### src/rtl/sipo_deserializer.sv
// Serial-in, parallel-out deserializer. Rebuilds WIDTH-bit words from a strobed
// serial stream framed by a start pulse, and presents them through a one-entry
// valid/ready output register with a sticky overrun flag for dropped words.
module sipo_deserializer #(
  parameter int unsigned WIDTH     = 4,
  parameter bit          MSB_FIRST = 1'b1
) (
  input  logic                         clk,
  input  logic                         rst,
  input  logic                         serial_in,
  input  logic                         serial_valid,
  input  logic                         start,
  output logic [WIDTH-1:0]             par_out,
  output logic                         out_valid,
  input  logic                         out_ready,
  output logic                         overrun,
  input  logic                         overrun_clr,
  output logic                         busy,
  output logic [$clog2(WIDTH+1)-1:0]   bit_cnt
);

  localparam int unsigned     CntW    = $clog2(WIDTH + 1);
  localparam logic [CntW-1:0] LastCnt = CntW'(WIDTH - 1);

  typedef enum logic [0:0] {StIdle, StShift} state_e;

  state_e           state_q;
  logic [WIDTH-1:0] shift_q;
  logic [WIDTH-1:0] par_q;
  logic [CntW-1:0]  cnt_q;
  logic             valid_q;
  logic             overrun_q;

  logic [WIDTH-1:0] shifted;
  logic [WIDTH-1:0] first;
  logic             take_start;
  logic             complete;
  logic             accept;
  logic             drop;

  // Next shift-register contents and word completion / handoff decisions.
  always_comb begin
    shifted = shift_q;
    first   = '0;
    if (MSB_FIRST) begin
      shifted = {shift_q[WIDTH-2:0], serial_in};
      first   = {{(WIDTH-1){1'b0}}, serial_in};
    end else begin
      shifted = {serial_in, shift_q[WIDTH-1:1]};
      first   = {serial_in, {(WIDTH-1){1'b0}}};
    end
    take_start = serial_valid & start;
    // A start on the last bit is a resync, so it never completes a word.
    complete   = (state_q == StShift) & serial_valid & ~start & (cnt_q == LastCnt);
    // The output slot is free if empty or being drained on this same edge.
    accept     = ~valid_q | out_ready;
    drop       = complete & ~accept;
  end

  // Framing FSM, shift register, output register and overrun flag.
  always_ff @(posedge clk or posedge rst) begin
    if (rst) begin
      state_q   <= StIdle;
      shift_q   <= '0;
      par_q     <= '0;
      cnt_q     <= '0;
      valid_q   <= 1'b0;
      overrun_q <= 1'b0;
    end else begin
      case (state_q)
        StIdle: begin
          if (take_start) begin
            shift_q <= first;
            cnt_q   <= CntW'(1);
            state_q <= StShift;
          end
        end
        StShift: begin
          if (take_start) begin
            // Resync: drop the partial word, this bit becomes bit 0.
            shift_q <= first;
            cnt_q   <= CntW'(1);
          end else if (serial_valid) begin
            shift_q <= shifted;
            if (cnt_q == LastCnt) begin
              cnt_q   <= '0;
              state_q <= StIdle;
            end else begin
              cnt_q <= cnt_q + CntW'(1);
            end
          end
        end
        default: state_q <= StIdle;
      endcase

      if (complete && accept) begin
        par_q   <= shifted;
        valid_q <= 1'b1;
      end else if (valid_q && out_ready) begin
        valid_q <= 1'b0;
      end

      // Set has priority over a coincident clear.
      if (drop) begin
        overrun_q <= 1'b1;
      end else if (overrun_clr) begin
        overrun_q <= 1'b0;
      end
    end
  end

  assign par_out   = par_q;
  assign out_valid = valid_q;
  assign overrun   = overrun_q;
  assign busy      = (state_q == StShift);
  assign bit_cnt   = cnt_q;

endmodule

### config.mk
export PLATFORM = sky130hd
export DESIGN_NAME = sipo_deserializer
export DESIGN_NICKNAME = d
export VERILOG_FILES = /design/src/rtl/sipo_deserializer.sv
export SDC_FILE = /design/constraint.sdc
export NUM_CORES = 1
export LEC_CHECK = 0
export ABC_AREA = 0
export ABC_CLOCK_PERIOD_IN_PS = 1800
export BUFFER_PORTS_ARGS = -buffer_cell sky130_fd_sc_hd__buf_2
export CORE_MARGIN = 2
export CORE_UTILIZATION = 45
export CTS_CLUSTER_DIAMETER = 150
export DETAILED_ROUTE_END_ITERATION = 16
export PLACE_DENSITY_LB_ADDON = 0.12
export SYNTH_ARGS = -nofsm -noshare
export SYNTH_HDL_FRONTEND = slang
export SYNTH_SLANG_ARGS = --single-unit
### constraint.sdc
create_clock -name clk -period 1.8 [get_ports clk]
set_input_delay 0.09 -clock clk [delete_from_list [all_inputs] [get_ports clk]]
set_output_delay 0.09 -clock clk [all_outputs]
set_load 0.005 [all_outputs]
**Word-level counts from Yosys, hierarchy flattened**

Index checks and enable logic that the tools add are counted.

- Register bits: 13
- Bits in latches: 0
- RAM bits: 0
- ROM bits: 0
- Bits of input ports: 7
- Output and inout port bits: 10
- Word-level logic and storage cells: 43
- Memories kept: 0

- Add/subtract/negate cells: 1
- Multiply operators: 0
- Divide/modulo/power cells: 0
- $lt $le $gt $ge: 0
- Eq/ne operators: 3
- Shift operators: 0
- Multiplexer cells: 18
- Bitwise logic cells: 10
- Reduce and logical (&&, ||, !) cells: 5

Operators with widths:

| cell | count |
|---|---|
| $mux W3 | 7 |
| $pmux W3 S2 | 2 |
| $mux W1 | 8 |
| $and A1 B1 Y1 | 5 |
| $not A1 Y1 | 4 |
| $reduce_bool A2 Y1 | 2 |
| $add A3 B1 Y3 const B | 1 |
| $eq A3 B2 Y1 const B | 1 |
| $ne A3 B2 Y1 const B | 1 |
| $logic_and A1 B1 Y1 | 2 |
| $ne A2 B2 Y1 const B | 1 |
| $pmux W1 S2 | 1 |
| $reduce_and A2 Y1 | 1 |
| $or A1 B1 Y1 | 1 |

**Logic depth before layout (Yosys ltp)**

- Depth after elaboration: 5
- Mapped depth: 5

**Worst setup path before layout**

OpenSTA, ideal clock, no wires.

- Kind: register to register
- Start point: reg cnt_q[0] (netlist: bit_cnt[0])
- End point: reg par_q[0] (netlist: par_out[0])
- Arrival time: 1.347 ns
- Path slack: 0.328 ns
- Cell stages (with the launch flop): 6
- Path through: dfrtp_1 ha_1 nor2b_1 and3_4 buf_6 mux2_4

- Word-level cells in the longest chain between the ends: 3

Ends and longest elaborated chain:

| element | line | text |
|---|---|---|
| from (decl) | 30 | `logic [CntW-1:0] cnt_q;` |
| from (signal assigned) | 74 | `cnt_q <= CntW'(1);` |
| from (signal assigned) | 82 | `cnt_q <= CntW'(1);` |
| from (signal assigned) | 89 | `cnt_q <= cnt_q + CntW'(1);` |
| $eq A3 B2 Y1 | 54 | `complete = (state_q == StShift) & serial_valid & ~start & (cnt_q == LastCnt);` |
| $and A1 B1 Y1 | 54 |  |
| $logic_and A1 B1 Y1 | 96 | `if (complete && accept) begin` |
| to (signal assigned) | 97 | `par_q <= shifted;` |
| to (decl) | 29 | `logic [WIDTH-1:0] par_q;` |

No other way between the ends.
A chain may end at the register's enable or synchronous reset.

**Worst setup path in the final report**

- Start point: reg cnt_q[0] (netlist: bit_cnt[0])
- End point: reg par_q[1] (netlist: par_out[1])

The elaborated chain is that of the path after synthesis.

==> results.rst <==
.. list-table::
   :header-rows: 1

   * - Metric
     - Value
   * - Average cell area after synthesis
     - 13.3 sq um
   * - Final setup violating endpoints
     - 0
   * - Overall die height
     - 40.5 um
   * - Routed length per placed instance
     - 12.0 um
   * - Slew at the pin closest to its max-slew limit
     - 0.481 ns
   * - Pre-antenna DRT Iters
     - 4
   * - Global-route wire length before repair
     - 1.57 mm
   * - Met3 routing resource usage after global routing
     - 0.0389
   * - Share of the clock period used by the worst path
     - 0.827
   * - Per-cell via count in the routed design
     - 4.98
   * - Endpoint of the lowest-slack register-to-register path
     - par_out[1]
   * - Total wirelength of the detailed-routed design
     - 963 um
   * - Area growth from synthesis to final layout
     - 20.4%
   * - Inst Count DP
     - 74
   * - Area taken by multi-input logic gates
     - 241 sq um
   * - CTS H-tree lvls
     - 1
   * - Total power divided by cell area
     - 1230 nW/um^2
   * - Unrepaired setup endpoints after global routing
     - false
   * - Critical Path Source
     - bit_cnt[0]
   * - Number of unique standard cell types used by synthesis
     - 21
   * - Clock tree buffer depth
     - 2
   * - Path depth of the worst reg2reg path
     - 4
   * - Leakage
     - 0.375 nW
   * - Critical path destination
     - par_out[1]
   * - Worst vdd ir
     - 0.759 mV
   * - Area of the core
     - 1270 sq um
   * - Area used by sequential logic in the layout
     - 325 sq um
   * - Vias after detailed routing
     - 398
   * - Leading area contributor after synthesis
     - dfrtp_1
   * - Final weighted congestion of routability-driven global placement
     - 0.712
   * - Share of layout cells above drive strength 1
     - 0.477
   * - Final sum of negative setup slack
     - 0 ns
   * - Overall Power
     - 0.000893 W
   * - Net total in the final layout
     - 74
   * - Top Ports
     - 17
   * - Non-filler instance count after layout
     - 80
   * - Sequential share of the synthesized area
     - 0.542
   * - Iteration-0 DRC Markers
     - 4
   * - Remaining max-slew budget at the tightest pin
     - 0.679
   * - # fillers
     - 120
   * - Cell at the root of the clock tree
     - clkbuf_4
   * - Global Route Usage Sum
     - 0.151
   * - Synth Instances
     - 45
   * - Net count after synthesis
     - 53
   * - Cell types occupying the most area after synthesis
     - dfrtp_1 (54%), mux2_4 (10%), a22o_2 (5.0%)
   * - Leading cell types in the layout, fill and taps excluded
     - buf_2 (16), dfrtp_1 (13), nand2_1 (4), mux2_4 (4)
   * - Detailed placer's ending HPWL
     - 714 um
   * - Clock network latency to the later pin of the worst-skew pair
     - 0.28 ns
   * - Antenna violation net count after detailed routing
     - 0
   * - Worst reg2reg startpoint
     - bit_cnt[0]
   * - Crit-path max FO
     - 4
   * - Count of yosys warnings during synthesis
     - 0
   * - TritonCTS Buffers
     - 3
   * - Peak clock frequency supported by timing
     - 0.672 GHz
   * - Number of core rows
     - 13
   * - Final Skew
     - 0.00632 ns
   * - Number of port buffers
     - 16
   * - Post-CTS sizing
     - 0
   * - Worst Hold Class
     - input pin to flip-flop
   * - Sinks on Clock Net
     - 13
   * - Ant. Diodes
     - 0
   * - Most common cell after layout, fill and taps aside
     - buf_2
   * - Type of the setup path with the least slack
     - flip-flop to flip-flop
   * - Met1 Resource Use GR
     - 0.211
   * - Data arrival time of the worst path
     - 1.65 ns
   * - CTS tree
     - done
   * - Clock-pin slew reported for the worst setup and hold paths after clock tree synthesis
     - 0.08 ns
   * - Most used routing layer in global routing
     - met2
   * - Worst Setup Start Kind
     - flip-flop
   * - Fin Hold WS
     - 0.0638 ns
   * - Met2 capacity usage during global routing
     - 0.214
   * - Area share of the largest cell type after synthesis
     - 0.542
   * - Floorplan die width
     - 40.5 um
   * - Largest net degree at the start of global routing
     - 14
   * - CP Data Required Time
     - 1.96 ns
   * - Max-slew violations
     - 0
   * - Die Footprint
     - 1640 sq um
   * - Number of global-route vias before repair
     - 367
   * - Register-to-register setup slack
     - 0.31 ns
   * - Sort of element at the end of the critical path
     - flip-flop
   * - Residual overflow from global routing
     - 0
   * - MaxCap Viol Count
     - 0
   * - Yosys reg bits
     - 13
   * - Effective utilization at floorplan
     - 0.473
   * - Outcome
     - complete, no violations
   * - Cell area after synthesis
     - 601 sq um
   * - Post-detailed-route DRC marker count
     - 0
   * - Final critical delay including setup and external delays
     - 1.49 ns
   * - Initial antenna violation count
     - 0
   * - Final Hold Vio Count
     - 0
where the power goes:
group	total, W	switching (W)	internal (W)
registers	0.000441	0.0000665	0.000374
clock network	0.000178	0.0000922	0.0000860
logic	0.000274	0.0000992	0.000175
total	0.000893	0.000258	0.000635
how the worst min path moves through the flow:
stage           from         end  slack, ns  cells after the start
6_report       start  shift_q[2]       0.06                      2
5_1_grt        start  shift_q[2]       0.07                      2
4_1_cts        start  shift_q[2]       0.06                      2
3_5_place_dp     rst  par_out[2]       0.13                      2
3_3_place_gp     rst  par_out[2]       0.13                      2
2_1_floorplan    rst  bit_cnt[0]      -0.03                      1
state kept, by name (all words and copies together), names as in the netlist:
register / cells
bit_cnt: 3
busy: 1
out_valid: 1
overrun: 1
par_out: 4
shift_q: 3
Yosys cell counts:
cell / number
dfrtp_1: 13
o22ai_1: 2
mux2_4: 4
nand2_1: 4
nand3_1: 1
nor2b_1: 1
a22o_1: 1
and3b_4: 1
o21bai_1: 1
o21a_1: 1
nand2b_1: 1
and3_4: 1
a21o_2: 1
a22o_2: 3
ha_1: 1
a21boi_0: 1
inv_1: 3
buf_6: 2
mux2_2: 1
o21ai_0: 1
nand2b_4: 1
logic make-up (layout without fill, tap and decap cells):
family	count (synthesis)	after routing	synth area share
DFF	13	13	0.542
AOI/OAI and AO/OA	11	11	0.146
and+or+nand+nor	10	10	0.117
muxes	5	5	0.119
buffers and inverters	5	25	0.0562
adders and majority gates	1	1	0.0208
final cells by class:
class | instances | share of cell area
clock buffers | 4 | 0.0363
multi-input cells | 27 | 0.334
inverters | 3 | 0.0156
repair buffers | 18 | 0.138
well taps | 15 | 0.0260
flip-flops and latches | 13 | 0.450
critical path, stage by stage (launching register included):
cell,delay [ns]
dfrtp_1,0.38
ha_1,0.17
nor2b_1,0.23
and3_4,0.27
mux2_4,0.30
metrics by stage:
stage          utilization  cell area (sq um)  setup slack, ns
6_report             0.570                723            0.311
5_1_grt              0.570                723            0.146
4_1_cts              0.570                723            0.308
3_5_place_dp         0.534                677            0.335
3_3_place_gp         0.534                677            0.343
2_1_floorplan            -                601            0.328
repair_timing:
action,in CTS,in global routing
hold buffers,2,0
endpoints found under the hold margin,14,0
setup buffers,0,0
per-layer routing:
layer / part of all wire / vias to the layer above
li1: - / 198
met3: 0.053 / 3
met2: 0.40 / 15
met5: 0 / -
met1: 0.52 / 182
met4: 0.020 / 0
(Power assumes the default switching activity.)
